### src/rtl/seq_restoring_divider.sv
// rtl/seq_restoring_divider.sv - iterative radix-2 restoring divider, one quotient bit per clock
// Optional macro SEQ_DIV_ZERO_FLAG_EN: div_by_zero output and single-cycle divide-by-zero bypass.
module seq_restoring_divider #(
   parameter int DW = 32,
   parameter int VW = 16
) (
   input  logic          clk,
   input  logic          rst_n,
   input  logic          in_valid,
   output logic          in_ready,
   input  logic [DW-1:0] dividend,
   input  logic [VW-1:0] divisor,
   output logic          out_valid,
   input  logic          out_ready,
   output logic [DW-1:0] quotient,
   output logic [VW-1:0] remainder
`ifdef SEQ_DIV_ZERO_FLAG_EN
   ,
   output logic          div_by_zero
`endif
);

   localparam int CW = (DW > 1) ? $clog2(DW) : 1;

   typedef enum logic [1:0] {IDLE, RUN, DONE} state_t;

   state_t        state, state_nx;
   logic [DW-1:0] shift_reg;
   logic [VW-1:0] div_reg;
   logic [VW:0]   prem;
   logic [CW-1:0] cnt;

   logic [VW:0]   shifted;
   logic [VW+1:0] diff;
   logic          q_bit;
   logic [VW:0]   prem_nx;
   logic [DW-1:0] shift_nx;
   logic          zero_div;

   // Extra sign bit on the trial subtraction tells restore from keep.
   always_comb begin
      shifted  = {prem[VW-1:0], shift_reg[DW-1]};
      diff     = {1'b0, shifted} - {2'b00, div_reg};
      q_bit    = ~diff[VW+1];
      prem_nx  = q_bit ? diff[VW:0] : shifted;
      shift_nx = {shift_reg[DW-2:0], q_bit};
   end

`ifdef SEQ_DIV_ZERO_FLAG_EN
   assign zero_div = (divisor == '0);
`else
   assign zero_div = 1'b0;
`endif

   always_ff @(posedge clk) begin
      if (!rst_n) state <= IDLE;
      else        state <= state_nx;
   end

   always_comb begin
      state_nx  = state;
      in_ready  = 1'b0;
      out_valid = 1'b0;
      case (state)
         IDLE: begin
            in_ready = 1'b1;
            if (in_valid) state_nx = zero_div ? DONE : RUN;
         end
         RUN: begin
            if (cnt == '0) state_nx = DONE;
         end
         DONE: begin
            out_valid = 1'b1;
            if (out_ready) state_nx = IDLE;
         end
         default: state_nx = IDLE;
      endcase
   end

   always_ff @(posedge clk) begin
      if (!rst_n) begin
         shift_reg <= '0;
         div_reg   <= '0;
         prem      <= '0;
         cnt       <= '0;
         quotient  <= '0;
         remainder <= '0;
`ifdef SEQ_DIV_ZERO_FLAG_EN
         div_by_zero <= 1'b0;
`endif
      end else begin
         case (state)
            IDLE: begin
               if (in_valid) begin
                  shift_reg <= dividend;
                  div_reg   <= divisor;
                  prem      <= '0;
                  cnt       <= CW'(DW - 1);
`ifdef SEQ_DIV_ZERO_FLAG_EN
                  if (divisor == '0) begin
                     quotient    <= '1;
                     remainder   <= dividend[VW-1:0];
                     div_by_zero <= 1'b1;
                  end
`endif
               end
            end
            RUN: begin
               shift_reg <= shift_nx;
               prem      <= prem_nx;
               if (cnt == '0) begin
                  // With a zero divisor every trial succeeds, so prem_nx already
                  // carries the low dividend bits; only the quotient is forced.
                  quotient  <= (div_reg == '0) ? '1 : shift_nx;
                  remainder <= prem_nx[VW-1:0];
               end else begin
                  cnt <= cnt - 1'b1;
               end
            end
            DONE: begin
`ifdef SEQ_DIV_ZERO_FLAG_EN
               if (out_ready) div_by_zero <= 1'b0;
`endif
            end
            default: ;
         endcase
      end
   end

endmodule
### config.mk
export PLATFORM = sky130hd
export DESIGN_NAME = seq_restoring_divider
export DESIGN_NICKNAME = d
export VERILOG_FILES = /design/src/rtl/seq_restoring_divider.sv
export SDC_FILE = /design/constraint.sdc
export NUM_CORES = 1
export LEC_CHECK = 0
export CAP_MARGIN = 20
export CORE_MARGIN = 2
export CORE_UTILIZATION = 48
export CTS_CLUSTER_SIZE = 25
export DETAILED_ROUTE_END_ITERATION = 8
export PLACE_DENSITY = 0.74
export SETUP_SLACK_MARGIN = 0.2
export SLEW_MARGIN = 15
export SYNTH_ARGS = -nofsm -noshare
export SYNTH_HDL_FRONTEND = slang
export SYNTH_SLANG_ARGS = --single-unit
### constraint.sdc
create_clock -name clk -period 3.7 [get_ports clk]
set_clock_uncertainty 0.15 [all_clocks]
set_input_delay 0.925 -clock clk [delete_from_list [all_inputs] [get_ports clk]]
set_output_delay 0.925 -clock clk [all_outputs]
set_load 0.02 [all_outputs]
==> results by group, run 1 <==
Detailed routing
  – Routed wire length: 14500 um
  – Vias per inst: 5.76
  – ANT nets after route: 0
  – DR WL/cell: 16.7 um
  – Vias after detailed routing: 5001
  – Pre-antenna DRT Iters: 6
  – DRC: 0
  – Drt initial violations: 335

Synth
  – Simple-gate share of the synthesized area: 17.2%
  – Net Count, Synth: 706
  – Syn_area_per_cell: 8.52 um^2
  – Syn Inst Count: about 640
  – Share of the synthesized area in the top cell type: 44.0%
  – Ys async rst share: 0%
  – Synth warn: 0
  – Compound-Gate Fraction of Synth Area: 25.4%
  – Xor/xnor cell area share of the yosys netlist: 2.10%
  – Area leader, netlist: dfxtp_1
  – Post-synthesis mux area share: 1.32%
  – Synth area leaders: dfxtp_1 (44%), nand2_1 (8.9%), o221a_2 (6.7%)
  – Main synth FF type: dfxtp_1
  – Count of flip-flops with a built-in enable after synthesis: 0
  – Register area share after synthesis: 44.0%
  – Mapped cell area: 5410 um^2
  – Post-synthesis adder-cell area fraction: ~4.5%
  – Count of cell types in the netlist: 56
  – Seq cells post-synth: 119
  – Main combinational cell family by area after synthesis: compound AO/OA/AOI/OAI gates

Worst hold path
  – Worst hold stages: 2
  – Hold Startpoint: div_reg[1]
  – Hold Crit Class: flip-flop to flip-flop
  – Hold Path End: div_reg[1]

Setup path
  – Reg2reg start: div_reg[10]
  – Setup crit end kind: flip-flop
  – Worst Reg-to-Reg Cells: 8
  – Crit path DAT: 3240 ps
  – Worst endpoint required time: 3840 ps
  – R2r endpoint: remainder[12]
  – R2R setup slack: 600 ps
  – Startpoint Class: flip-flop
  – WS Path Type: flip-flop to flip-flop
  – Max FO, Critical Path: 24

Pwr
  – Tot Pwr: roughly 6100 uW
  – Leak Pwr: 0.00271 uW
  – Max VDD drop: between 0.6 and 0.7 mV
  – Pwr/cell area: about 860 nW/um^2

STA
  – Hold slack: approximately 330 ps
  – Slew @ Worst Pin: 1100 ps
  – Final setup TNS: 0 ps
  – Normalized max-slew margin: a little over a quarter
  – Minimum clock period: 3100 ps
  – Tcrit/Tclk final: 83.8%
  – FMAX: 322 MHz
  – Final hold violations: 0
  – Slew Limit Fails: 0
  – RSZ-0062 raised after global routing: false
  – Setup violators final: 0

Floorplan
  – Die extent in x: roughly 110 um
  – I/O Pins: 102
  – Core area: 10900 um^2
  – Die area: 12100 um^2
  – Die H: about 110 um
  – Effective utilization at floorplan: 49.5%
  – Site Rows: 38

Layout
  – Syn-to-layout area delta: 30.9%
  – Fin nets: 786
  – Core Util, Final: 64.8%
  – Layout filler cell count: around 940
  – Multi-input logic area: 2750 um^2
  – Antenna cells: 0
  – Share of post-route cells with drive strength above 1: between 10% and 20%
  – Most frequent cells in the layout: nand2_1 (128), dfxtp_1 (119), clkdlybuf4s50_1 (101)
  – Final instance area: ~7100 um^2
  – Storage cell area: 2380 um^2
  – Most common cell after layout, fill and taps aside: nand2_1

Placed design
  – Placed inst area: 6480 um^2
  – Port bufs: 101
  – HPWL Detailed: ~9600 um
  – GPL Wtd Cong: 0.920

GRT
  – Overall global routing resource usage: 24.4%
  – Vias in the first global route: between 4000 and 5000
  – Grt ovf: 0
  – Global-route wire length before repair: 23100 um
  – Initial antenna violation count: 0
  – Largest net degree at the start of global routing: 68

CTS
  – H-tree Lvls: 4
  – Clk slew on worst S/H paths: roughly 50 ps
  – Post-CTS Setup Bufs: 0
  – Root buf cell: clkbuf_16
  – Hold Buf Count CTS: 0
  – Cts bufs inserted: 17
  – Post-CTS sizing: 0
  – Clock sinks: about 120
  – Clock buffer depth: 2
  – Worst-Skew Late Latency: between 400 and 500 ps
  – CTS tree: built

Outcome
  – Status: complete, no violations

Job
  – Max-capacitance violation count: 0
power breakdown:
| part | switching, uW | internal (uW) | total, uW | leakage [uW] |
|---|---|---|---|---|
| Clock | 587 | 1080 | 1660 | 0.000287 |
| Sequential | 170 | 1480 | 1650 | 0.000974 |
| Combinational | 1690 | 1100 | 2790 | 0.00145 |
per-stage QoR:
| step | std cells | setup WS [ps] |
|---|---|---|
| floorplan | 635 | 1060 |
| global placement | 836 | 624 |
| detailed placement | 836 | 582 |
| CTS | 868 | 656 |
| global route | 868 | 406 |
| finish | 868 | 599 |
final cells by class:
type	count	share of cell area (%)
Multi-Input combinational cell	443	38.9
Clock inverter	11	2.12
Inverter	26	1.38
Timing Repair Buffer	108	15.2
Sequential cell	119	33.6
Clock buffer	21	6.36
Tap cell	140	2.47
worst max-delay path by stage:
stage / start / end / slack [ps] / cells after the start
floorplan: shift_reg[31] / remainder[14] / 1060 / 11
global placement: in_valid / cnt[4] / 620 / 8
detailed placement: in_valid / cnt[4] / 580 / 8
CTS: shift_reg[31] / remainder[14] / 660 / 11
global route: div_reg[10] / remainder[2] / 410 / 9
finish: div_reg[10] / remainder[12] / 600 / 8
cell families (layout without fill, tap and decap cells):
logic type / count (synthesis) / count (layout)
xor+xnor: 13 / 13
buf+inv: 73 / 166
flops: 119 / 119
fa+ha+maj: 19 / 19
compound gates: 182 / 182
simple gates: 222 / 222
mux: 7 / 7
synthesized netlist by cell type, types with 3 or more instances:
cell type  number
ha_1           18
a311oi_1       32
inv_1          25
and3_1          5
o21ai_0        28
clkbuf_1       39
buf_2           4
a21o_1          5
mux2i_1         6
xnor2_1         7
xor2_1          6
nor4_1          4
o21a_1          3
nor2_1         53
a211oi_1        6
dfxtp_1       119
a21oi_1        42
nand3_1         9
nor3_1          3
nor2b_1         5
o21ai_1         6
nand4_1         3
o221a_2        32
nand2_1       128
a31oi_1         6
worst max-delay path: stages (launching register included):
cell	delay (ps)
dfxtp_1	370
inv_1	90
ha_1	390
a21oi_2	90
o21ai_1	240
a2111o_1	260
a31o_1	860
mux2i_1	400
a21oi_1	130
layer usage:
metal / global-route usage [%] / part of all wire, % / wire length (um) / vias to the layer above
li1: - / - / - / 2435
met1: 32.4 / 45 / 6600 / 2345
met2: 38.4 / 47 / 6760 / 188
met3: 6.47 / 5.9 / 851 / 33
met4: 8.57 / 2.1 / 298 / 0
met5: 0 / 0 / 0 / -
(Power assumes the default switching activity.)
==> run 2, diff against run 1 <==
==> constraint.sdc (replaced) <==
create_clock -name clk -period 3 [get_ports clk]
set_clock_uncertainty 0.15 [all_clocks]
set_input_delay 0.75 -clock clk [delete_from_list [all_inputs] [get_ports clk]]
set_output_delay 0.75 -clock clk [all_outputs]
set_load 0.02 [all_outputs]
==> run 2 against run 1 <==
Critical path type unchanged; worst hold slack worse by 7.8 ps; sequential power is 24% higher; cell count is 1.6% higher; setup slack worse by 290 ps; fmax is 15% higher; utilization is 1.5 points higher; final area is 2.3% higher.
==> results by group, run 2 (synthesis gave the netlist of run 1 again) <==
Outcome
  – Status: complete, no violations

Detailed routing
  – Routed wire length: 14700 um (+1.5%)
  – Drt initial violations: 382 (+14%)
  – Vias per inst: 5.80 (+0.66%)
  – DR WL/cell: 16.7 um (-0.14%)
  – DRC: 0 (unchanged)
  – Pre-antenna DRT Iters: 6 (unchanged)
  – ANT nets after route: 0 (unchanged)
  – Vias after detailed routing: 5115 (+2.3%)

Floorplan
  – Site Rows: 38 (unchanged)
  – Die H: 110 um (unchanged)
  – Die extent in x: 110 um (unchanged)
  – Core area: 10900 um^2 (unchanged)
  – Die area: 12100 um^2 (unchanged)
  – I/O Pins: 102 (unchanged)
  – Effective utilization at floorplan: 49.5% (unchanged)

Setup path
  – WS Path Type: flip-flop to flip-flop
  – Max FO, Critical Path: 3 (-88%)
  – Worst endpoint required time: 3200 ps (-640 ps)
  – Setup crit end kind: flip-flop
  – Startpoint Class: flip-flop
  – CP max-delay cell: fa_2
  – Crit path DAT: 2890 ps (-350 ps)
  – CP Buf/Inv Count: 2 (+1)
  – Most used cell, CP: inv_1
  – Cell chain of the critical path: inv_1, ha_1, inv_1, fa_2, a211oi_2, o21ai_1, a21o_1, a31oi_4, mux2_2, nand2_1, o2111a_1
  – Worst path top cell family by delay: compound AO/OA/AOI/OAI gates
  – Slowest cell delay on critical path: 370 ps (-490 ps)

STA
  – Slew @ Worst Pin: 585 ps (-515 ps)
  – Final setup TNS: 0 ps (unchanged)
  – Tcrit/Tclk final: 89.7% (+5.9 points)
  – Setup violators final: 0 (unchanged)
  – FMAX: 372 MHz (+15%)
  – Final hold violations: 0 (unchanged)
  – Minimum clock period: 2690 ps (-411 ps)
  – Slew Limit Fails: 0 (unchanged)
  – RSZ-0062 raised after global routing: true
  – Hold slack: 320 ps (-7.78 ps)
  – Normalized max-slew margin: 60.9% (+34 points)

Job
  – Max-capacitance violation count: 0 (unchanged)

CTS
  – Clk slew on worst S/H paths: 60 ps (about the same)
  – Cts bufs inserted: 17 (unchanged)
  – Clock sinks: 119 (unchanged)
  – Clock buffer depth: 2 (unchanged)
  – Hold Buf Count CTS: 0 (unchanged)
  – CTS tree: built
  – Worst-Skew Late Latency: 410 ps (about the same)
  – Root buf cell: clkbuf_16
  – H-tree Lvls: 4 (unchanged)

Layout
  – Fin nets: 801 (+1.9%)
  – Most frequent cells in the layout: nand2_1 (128), dfxtp_1 (119), clkdlybuf4s50_1 (101)
  – Syn-to-layout area delta: 33.9%
  – Multi-input logic area: 2800 um^2 (+1.8%)
  – Share of post-route cells with drive strength above 1: 14.0% (+2.9 points)
  – Most common cell after layout, fill and taps aside: nand2_1
  – Storage cell area: 2380 um^2 (unchanged)
  – Antenna cells: 0 (unchanged)
  – Layout filler cell count: 948 (+0.64%)

Pwr
  – Tot Pwr: 8110 uW (+33%)
  – Leak Pwr: 0.00281 uW (+3.5%)
  – Pwr/cell area: 1120 nW/um^2 (+30%)
  – Max VDD drop: 0.768 mV (+14%)

GRT
  – Overall global routing resource usage: 25.1% (+0.64 points)
  – Vias in the first global route: 4805 (+0.59%)
  – Initial antenna violation count: 0 (unchanged)
  – Largest net degree at the start of global routing: 47 (-31%)
  – Global-route wire length before repair: 23700 um (+2.4%)
  – Grt ovf: 0 (unchanged)

Placed design
  – HPWL Detailed: 10000 um (+4.5%)
  – GPL Wtd Cong: 0.949 (+3.2%)
  – Port bufs: 101 (unchanged)

Worst hold path
  – Hold Crit Class: flip-flop to flip-flop
-- run 2: worst register-to-register path, cell delays in order, from the launching register on --
cell      delay, ps
dfxtp_1         300
inv_1            80
ha_1            170
inv_1            60
fa_2            370
a211oi_2        300
o21ai_1         140
a21o_1          240
a31oi_4         220
mux2_2          350
nand2_1          70
o2111a_1        170
-- run 2: worst paths after layout --
path	start	to	slack [ps]	cells after the start
worst min register to register	remainder[0]	remainder[0]	320	2
worst min-delay path	remainder[0]	remainder[0]	320	2
worst max-delay path	shift_reg[31]	remainder[14]	310	11
worst max register to register	shift_reg[31]	remainder[14]	310	11
-- run 2: through the flow --
step	instances	instance area (um^2)	util, %	setup slack [ps]
floorplan	635	5410	-	359
global placement	850	6580	60.1	297
detailed placement	850	6580	60.1	193
CTS	881	7190	65.8	231
global route	882	7250	66.3	148
finish	882	7250	66.3	309
-- run 2: what timing repair did --
action / in CTS / in global routing
resized for setup: 1 / 12
pin swaps: 0 / 2
setup endpoints to repair: 1 / 23
buffers inserted: 0 / 1
-- run 2: area by class of cell --
| class | instances | area share (%) |
|---|---|---|
| Sequential cell | 119 | 32.9 |
| Clock buffer | 22 | 6.41 |
| Multi-Input combinational cell | 443 | 38.7 |
| Clock inverter | 9 | 2.05 |
| Timing Repair Buffer | 123 | 16.2 |
| Tap cell | 140 | 2.42 |
| Inverter | 26 | 1.35 |
-- run 2: report_power, final --
group / leakage, uW / total, uW / switching [uW] / internal [uW]
Clock: 0.000304 / 2120 / 696 / 1420
Sequential: 0.000974 / 2040 / 212 / 1830
Combinational: 0.00153 / 3960 / 2270 / 1690
-- run 2: routing by layer --
layer | part of all wire [%] | track usage (%) | up-vias | wire, um
li1 | - | - | 2472 | -
met1 | 45 | 34.2 | 2446 | 6590
met2 | 48 | 39.7 | 185 | 7070
met3 | 6.3 | 5.88 | 12 | 934
met4 | 0.77 | 6.88 | 0 | 114
met5 | 0 | 0 | - | 0
